--- config.mk ---
export PLATFORM = sky130hd
export DESIGN_NAME = uart_receiver_flat
export DESIGN_NICKNAME = d
export VERILOG_FILES = /design/src/rtl/uart_receiver_if.sv /design/src/rtl/uart_receiver.sv /design/src/flat_wrapper.sv
export SDC_FILE = /design/constraint.sdc
export NUM_CORES = 1
export LEC_CHECK = 0
export BUFFER_PORTS_ARGS = -buffer_cell sky130_fd_sc_hd__buf_4
export CORE_AREA = 10 10 72 74
export CTS_CLUSTER_DIAMETER = 80
export DETAILED_ROUTE_END_ITERATION = 8
export DIE_AREA = 0 0 82 84
export GPL_TIMING_DRIVEN = 1
export PLACE_DENSITY = 0.65
export RECOVER_POWER = 50
export SLEW_MARGIN = 25
export SYNTH_ARGS = -nofsm -noshare
export SYNTH_HDL_FRONTEND = slang
export SYNTH_SLANG_ARGS = --single-unit
--- constraint.sdc ---
create_clock -name clk -period 2.4 [get_ports clk]
set_input_delay 0.48 -clock clk [delete_from_list [all_inputs] [get_ports clk]]
set_output_delay 0.48 -clock clk [all_outputs]
set_load 0.02 [all_outputs]
--- src/rtl/uart_receiver_if.sv ---
// Receive-side bus of the UART receiver: tick/line inputs plus the recovered word and status.
// The receiver takes the master modport; whatever consumes the received words takes the slave modport.
interface uart_receiver_if #(
    parameter int DATA_BITS = 8
);
    logic                 rx_tick;
    logic                 rx;
    logic [DATA_BITS-1:0] rx_dout;
    logic                 rx_done;
    logic                 parity_err;
    logic                 frame_err;

    modport master (
        input  rx_tick,
        input  rx,
        output rx_dout,
        output rx_done,
        output parity_err,
        output frame_err
    );

    modport slave (
        output rx_tick,
        output rx,
        input  rx_dout,
        input  rx_done,
        input  parity_err,
        input  frame_err
    );
endinterface

--- src/rtl/uart_receiver.sv ---
// Oversampling UART receiver: recovers LSB-first frames and reports each word with a one-cycle
// done strobe plus parity and framing error flags. It is frame-compatible with the team UART transmitter.
module uart_receiver #(
    parameter int DATA_BITS  = 8,
    parameter int SB_TICKS   = 1,
    parameter int IS_PARITY  = 0,
    parameter int PARITY     = 0,
    parameter int OVERSAMPLE = 16
) (
    input  logic            clk,
    input  logic            reset,
    uart_receiver_if.master bus
);
    localparam int S_W = $clog2(OVERSAMPLE);
    localparam int N_W = $clog2(DATA_BITS);
    localparam logic [S_W-1:0] S_MID   = S_W'(OVERSAMPLE / 2 - 1);
    localparam logic [S_W-1:0] S_LAST  = S_W'(OVERSAMPLE - 1);
    localparam logic [N_W-1:0] N_LAST  = N_W'(DATA_BITS - 1);
    localparam logic           K_LAST  = 1'(SB_TICKS - 1);
    localparam logic           PAR_ODD = (PARITY != 0);

    typedef enum logic [2:0] {
        ST_IDLE,
        ST_START,
        ST_DATA,
        ST_PARITY,
        ST_STOP
    } state_t;

    state_t               state;
    logic                 rx_meta;
    logic                 rx_s;
    logic [S_W-1:0]       s;
    logic [N_W-1:0]       n;
    logic                 k;
    logic [DATA_BITS-1:0] shreg;
    logic                 par_bit;
    logic                 fe_sticky;
    logic [DATA_BITS-1:0] dout_q;
    logic                 done_q;
    logic                 perr_q;
    logic                 ferr_q;

    // Waiting half a bit in START puts every later sample at the centre of its bit.
    always_ff @(posedge clk) begin
        if (reset) begin
            state     <= ST_IDLE;
            rx_meta   <= 1'b1;
            rx_s      <= 1'b1;
            s         <= '0;
            n         <= '0;
            k         <= 1'b0;
            shreg     <= '0;
            par_bit   <= 1'b0;
            fe_sticky <= 1'b0;
            dout_q    <= '0;
            done_q    <= 1'b0;
            perr_q    <= 1'b0;
            ferr_q    <= 1'b0;
        end else begin
            rx_meta <= bus.rx;
            rx_s    <= rx_meta;
            done_q  <= 1'b0;
            case (state)
                ST_IDLE: begin
                    if (!rx_s) begin
                        state <= ST_START;
                        s     <= '0;
                    end
                end
                ST_START: begin
                    if (bus.rx_tick) begin
                        if (s == S_MID) begin
                            if (!rx_s) begin
                                state     <= ST_DATA;
                                s         <= '0;
                                n         <= '0;
                                fe_sticky <= 1'b0;
                            end else begin
                                state <= ST_IDLE;
                            end
                        end else begin
                            s <= s + 1'b1;
                        end
                    end
                end
                ST_DATA: begin
                    if (bus.rx_tick) begin
                        if (s == S_LAST) begin
                            shreg <= {rx_s, shreg[DATA_BITS-1:1]};
                            s     <= '0;
                            if (n == N_LAST) begin
                                if (IS_PARITY != 0) begin
                                    state <= ST_PARITY;
                                end else begin
                                    state <= ST_STOP;
                                    k     <= 1'b0;
                                end
                            end else begin
                                n <= n + 1'b1;
                            end
                        end else begin
                            s <= s + 1'b1;
                        end
                    end
                end
                ST_PARITY: begin
                    if (bus.rx_tick) begin
                        if (s == S_LAST) begin
                            par_bit <= rx_s;
                            s       <= '0;
                            state   <= ST_STOP;
                            k       <= 1'b0;
                        end else begin
                            s <= s + 1'b1;
                        end
                    end
                end
                ST_STOP: begin
                    if (bus.rx_tick) begin
                        if (s == S_LAST) begin
                            s <= '0;
                            if (!rx_s) begin
                                fe_sticky <= 1'b1;
                            end
                            // Leaving mid-stop-bit lets IDLE catch a start edge that follows immediately.
                            if (k == K_LAST) begin
                                dout_q <= shreg;
                                perr_q <= (IS_PARITY != 0) && (par_bit != ((^shreg) ^ PAR_ODD));
                                ferr_q <= fe_sticky | ~rx_s;
                                done_q <= 1'b1;
                                state  <= ST_IDLE;
                            end else begin
                                k <= k + 1'b1;
                            end
                        end else begin
                            s <= s + 1'b1;
                        end
                    end
                end
                default: state <= ST_IDLE;
            endcase
        end
    end

    assign bus.rx_dout    = dout_q;
    assign bus.rx_done    = done_q;
    assign bus.parity_err = perr_q;
    assign bus.frame_err  = ferr_q;
endmodule

--- src/flat_wrapper.sv ---
// flat-port wrapper written by rule: the top's interface ports become plain ports
module uart_receiver_flat 
#(
    parameter int DATA_BITS  = 8,
    parameter int SB_TICKS   = 1,
    parameter int IS_PARITY  = 0,
    parameter int PARITY     = 0,
    parameter int OVERSAMPLE = 16
)
  (clk, reset, bus_rx_tick, bus_rx, bus_rx_dout, bus_rx_done, bus_parity_err, bus_frame_err);
  uart_receiver_if #(.DATA_BITS(DATA_BITS)) bus_i ();
  input  logic clk;
  input  logic reset;
  input wire logic [$bits(bus_i.rx_tick)-1:0] bus_rx_tick;
  input wire logic [$bits(bus_i.rx)-1:0] bus_rx;
  output wire logic [$bits(bus_i.rx_dout)-1:0] bus_rx_dout;
  output wire logic [$bits(bus_i.rx_done)-1:0] bus_rx_done;
  output wire logic [$bits(bus_i.parity_err)-1:0] bus_parity_err;
  output wire logic [$bits(bus_i.frame_err)-1:0] bus_frame_err;
  assign bus_i.rx_tick = bus_rx_tick;
  assign bus_i.rx = bus_rx;
  assign bus_rx_dout = bus_i.rx_dout;
  assign bus_rx_done = bus_i.rx_done;
  assign bus_parity_err = bus_i.parity_err;
  assign bus_frame_err = bus_i.frame_err;
  uart_receiver #(.DATA_BITS(DATA_BITS), .SB_TICKS(SB_TICKS), .IS_PARITY(IS_PARITY), .PARITY(PARITY), .OVERSAMPLE(OVERSAMPLE)) u_core (.clk(clk), .reset(reset), .bus(bus_i));
endmodule
# ---- Yosys cells after proc, flatten, opt, wreduce, memory -nomap -nowiden
# Cells that the tools add are included.
dict set report totals {
  regBits 32
}
dict set report classes {
  reduce_logical 14
  bitwise 6
  addsub 3
  n_mux 43
  eq_ne 22
}
# cell count
set op_table {}
lappend op_table {{3-bit two-way mux} 17}
lappend op_table {{4-bit two-way mux} 5}
lappend op_table {{2-bit inequality test (second input constant)} 9}
lappend op_table {{1-bit two-way mux} 15}
lappend op_table {{3-bit case mux with 5 select lines} 1}
lappend op_table {{7-bit AND reduction} 2}
lappend op_table {{2-bit by 1-bit inequality test with 1-bit output (second input constant)} 6}
lappend op_table {{4-bit case mux with 3 select lines} 1}
lappend op_table {{11-bit AND reduction} 1}
lappend op_table {{8-bit AND reduction} 1}
lappend op_table {{3-bit by 2-bit equality test with 1-bit output (second input constant)} 2}
lappend op_table {{3-bit equality test (second input constant)} 2}
lappend op_table {{3-bit case mux with 2 select lines} 1}
lappend op_table {{3-bit AND reduction} 2}
lappend op_table {{3-bit nonzero test} 2}
lappend op_table {{1-bit NOT} 5}
lappend op_table {{4-bit by 1-bit adder with 4-bit output (second input constant)} 1}
lappend op_table {{4-bit by 3-bit equality test with 1-bit output (second input constant)} 1}
lappend op_table {{4-bit equality test (second input constant)} 1}
lappend op_table {{4-bit AND reduction} 1}
lappend op_table {{2-bit nonzero test} 2}
lappend op_table {{4-bit OR reduction} 1}
lappend op_table {{3-bit by 1-bit adder with 3-bit output (second input constant)} 1}
lappend op_table {{3-bit by 1-bit equality test with 1-bit output (second input constant)} 1}
lappend op_table {{7 further kinds} 7}

# ---- Logic depth before layout (Yosys ltp)
dict set report depth {
  word_depth 5
  mapped_depth 6
}

# ---- Worst setup path after synthesis
# Ideal clock, no wire load.
dict set report synth_path {
  path_type {in2reg}
  from {in bus_rx_tick}
  to {reg u_core.fe_sticky}
  arrival_time_ns 1.572
  path_stages 5
  t_required_ns 2.272
  slack_ns 0.701
  path_buffers 1
  cell_sequence {clkbuf_1 inv_1 or4_1 a2bb2oi_1 nor2_1}
}
dict set report synth_between {
  elab_chain_cells 2
  elab_cells_between_ends 3
}
# item line
set synth_rtl {}
lappend synth_rtl {{start: declaration} flat_wrapper.sv:14} ;# input wire logic [$bits(bus_i.rx_tick)-1:0] bus_rx_tick;
lappend synth_rtl {{2-bit inequality test (no line)} --}
lappend synth_rtl {{7-bit AND reduction (no line) *} --}
lappend synth_rtl {{end signal: assignment} uart_receiver.sv:55} ;# fe_sticky <= 1'b0;
lappend synth_rtl {{end signal: assignment} uart_receiver.sv:78} ;# fe_sticky <= 1'b0;
lappend synth_rtl {{end signal: assignment} uart_receiver.sv:124} ;# fe_sticky <= 1'b1;
lappend synth_rtl {{end: declaration} uart_receiver.sv:38} ;# logic fe_sticky;
# Every way passes the cells marked *; elsewhere a longest branch is shown, timed or not.
# A chain may end at the register's enable or synchronous reset.

# ---- Final worst setup path
dict set report layout_path {
  from {reg u_core.s[0]}
  to {reg u_core.dout_q[4] (netlist: u_core.bus.rx_dout[4])}
}
dict set report layout_between {
  elab_chain_cells 2
}
# item line
set layout_rtl {}
lappend layout_rtl {{start: declaration} uart_receiver.sv:33} ;# logic [S_W-1:0] s;
lappend layout_rtl {{start signal: assignment} uart_receiver.sv:83} ;# s <= s + 1'b1;
lappend layout_rtl {{start signal: assignment} uart_receiver.sv:103} ;# s <= s + 1'b1;
lappend layout_rtl {{start signal: assignment} uart_receiver.sv:115} ;# s <= s + 1'b1;
lappend layout_rtl {{4-bit equality test} uart_receiver.sv:121} ;# if (s == S_LAST) begin
lappend layout_rtl {{4-bit AND reduction (no line)} --}
lappend layout_rtl {{end signal: assignment} uart_receiver.sv:128} ;# dout_q <= shreg;
lappend layout_rtl {{end: declaration} uart_receiver.sv:39} ;# logic [DATA_BITS-1:0] dout_q;
# Every way passes these cells.

==> results.cfg <==
[status]
status = finished, final reports clean

[clock_network]
post_cts_buffers = 0
cts_hold_buf = 0
cts_tree = built
clkSinkCount = 31
cts.repair.resized = 0
numCtsBuffers = 5
cts_buffer_depth = 2
clk_latency_ns = 0.28
root_buffer = clkbuf_8
htreeDepth = 2
clk_pin_slew_ns = 0.06

[timing]
rsz0062_at_grt = no
min_period_ns = 1.99
relSlewSlack = 0.496
slew_violations = 0
setup_slack_ns = 0.413
period_share = 0.828
setup_viol = 0
final-hold-violation-count = 0
timing.setup.tns_ns = 0
fmax_ghz = 0.503
finClkSkew_ns = 0.00393
tightest_slew_ns = 0.756

[final_layout]
fin_util = 0.426
layout-drive-gt1-share = 0.0994
regArea_um2 = 621
multi_input_area_um2 = 802
area_growth_syn_to_layout_pct = 10.6
diodes = 0
num-fill-cells = 402
fin_nets = 177

[synth]
synth-main-ff-cell = dfxtp_1
synthCells = 160
yosysMostFrequentCell = dfxtp_1
synth_seq_area_share = 0.418
synth_commonest_cells = dfxtp_1, nor2_1, mux2i_1
synth_seq_cells = 31
synth.distinct_cells = 47
syn-cell-area_mm2 = 0.00148
yosys_warnings = 0
avgSynthCellArea_um2 = 9.27
postSynth.asyncResetShare = 0
synth_nets = 167
synth-edff-count = 0
yosysTopAreaCell = dfxtp_1
synth_top_area_frac = 0.418
netlist_top_cells_area = dfxtp_1, mux2i_1, nor2_1, ha_1, nand2b_1

[min_path]
min_from = bus_rx
hold_depth = 2
worstHoldEndpoint = u_core.rx_meta$_SDFF_PP1_
hp-class = input pin to flop

[critical_path]
slowest_stage = clkbuf_1
critPathBufInv = 1
arrival_ns = 2.15
cp-end-kind = flop
crit_family = buffers and inverters
r2r-start = u_core.s[0]$_SDFFE_PP0P_
crit_fanout = 12
crit_type = flop to flop
crit_chain = ha_1, and3_1, nand4_1, clkbuf_1, mux2i_1, nor2_1
crit_path_start_kind = flop
r2r_cells = 6
rrSetupSlack_ns = 0.41
critPathMaxStageDelay_ns = 0.58
reg2reg_to = u_core.bus.rx_dout[4]$_SDFFE_PP0P_
cp.required_ns = 2.56

[power]
power_w = 0.00115
p_per_area_mw_per_mm2 = 699
peakVddDrop_uv = 435
cellLeakagePower_nw = 0.640

[routing]
drt_iter0_markers = 39
wl_per_cell_um = 13.4
viasPerCell = 5.38
num_vias = 1188
wl_um = 2950
antenna_left = 0
drc = 0
drtPass1Iterations = 4

[floorplanning]
initial_utilization = 0.385
pin_count = 15
die-height_um = 84
die_area_mm2 = 0.00689
rows = 23
core_mm2 = 0.00386
fp.dieW_um = 82

[place]
place_ws_ns = 0.453
dp.final_hpwl_um = 2080
gp_congestion = 0.850
port_buffers = 13

[global_routing]
gr-total-overflow = 0
antenna_found_initial = 0
grt_max_degree = 36
grt_pass1_vias = 1096
grt_pass1_wl_um = 5080
grt_usage = 0.0926

[job]
max_cap_violations = 0
==> layer usage <==
metal | wire (µm) | track usage | share of wire | up-vias
met1 | 1250 | 0.104 | 0.42 | 550
li1 | - | - | - | 600
met2 | 1450 | 0.140 | 0.49 | 27
met4 | 103 | 0.0588 | 0.035 | 0
met5 | 0 | 0 | 0 | -
met3 | 147 | 0.0366 | 0.050 | 11
==> state kept, by name, indices dropped and copies added (netlist names) <==
name and flops:
u_core.bus.rx_dout 8, u_core.shreg 8, u_core.s 4, u_core.n 3, u_core.state 3, u_core.bus.frame_err 1
u_core.bus.rx_done 1, u_core.fe_sticky 1, u_core.rx_meta 1, u_core.rx_s 1
==> layout make-up <==
type                    count  area share
repair buffers             14      0.0389
inverters                   2     0.00457
multi-input cells         116       0.489
flip-flops and latches     31       0.378
clock inverters             2     0.00762
well taps                  50      0.0381
clock buffers               6      0.0442
==> layout by cell type, fill, tap and decap left out, types with 2 or more instances in the layout <==
| cell type | count |
|---|---|
| nor2b_1 | 3 |
| or4_1 | 2 |
| buf_4 | 3 |
| o21ai_0 | 7 |
| o21a_1 | 2 |
| nand4_1 | 3 |
| dfxtp_1 | 31 |
| nor3b_1 | 2 |
| clkbuf_1 | 12 |
| mux2i_1 | 18 |
| or3b_1 | 2 |
| and3_1 | 2 |
| clkbuf_8 | 5 |
| ha_1 | 3 |
| nor3_1 | 2 |
| inv_1 | 2 |
| nor2_1 | 23 |
| or2_2 | 4 |
| o32ai_1 | 2 |
| nand4b_1 | 2 |
| a21oi_1 | 5 |
| nand2b_1 | 6 |
| nand3_1 | 4 |
| nand2_1 | 2 |
==> power by group <==
| group | total (W) | leakage, nW | internal [W] | switching, W |
|---|---|---|---|---|
| clock network | 0.000392 | 0.0412 | 0.000202 | 0.000190 |
| registers | 0.000573 | 0.250 | 0.000537 | 0.0000367 |
| logic | 0.000182 | 0.349 | 0.0000896 | 0.0000929 |
==> per-stage QoR <==
step                cell area, µm²  hold WS, ns  cells
floorplan                     1480        0.389    160
global placement              1600        0.398    213
detailed placement            1600        0.405    213
CTS                           1680        0.373    221
global route                  1640        0.379    221
finish                        1640        0.378    221
==> worst register-to-register path: stages (launching register included) <==
cell,delay [ns]
dfxtp_1,0.32
ha_1,0.26
and3_1,0.26
nand4_1,0.10
clkbuf_1,0.58
mux2i_1,0.30
nor2_1,0.05
==> kinds of logic (layout without fill, tap and decap cells) <==
logic type	count (synthesis)	in the layout	synth area share
DFF	31	31	0.418
other	1	1	0.00253
AOI/OAI and AO/OA	26	26	0.118
and+or+nand+nor	65	65	0.253
muxes	19	19	0.129
adders and majority gates	4	4	0.0320
buffers and inverters	13	24	0.0413
xor gates and xnor gates	1	1	0.00590
==> worst max path at each step <==
stage	start	end	slack (ns)	cells after the start
finish	u_core.s[0]$_SDFFE_PP0P_	u_core.bus.rx_dout[4]$_SDFFE_PP0P_	0.41	6
global route	u_core.s[0]$_SDFFE_PP0P_	u_core.bus.rx_dout[7]$_SDFFE_PP0P_	0.23	6
CTS	u_core.state[1]$_SDFFE_PP0P_	u_core.shreg[4]$_SDFFE_PP0P_	0.46	4
detailed placement	u_core.state[1]$_SDFFE_PP0P_	u_core.shreg[4]$_SDFFE_PP0P_	0.45	4
global placement	u_core.state[1]$_SDFFE_PP0P_	u_core.shreg[1]$_SDFFE_PP0P_	0.53	4
floorplan	bus_rx_tick	u_core.fe_sticky$_SDFFE_PP0P_	0.70	5
Note: power is estimated with default switching activity, not from simulation.
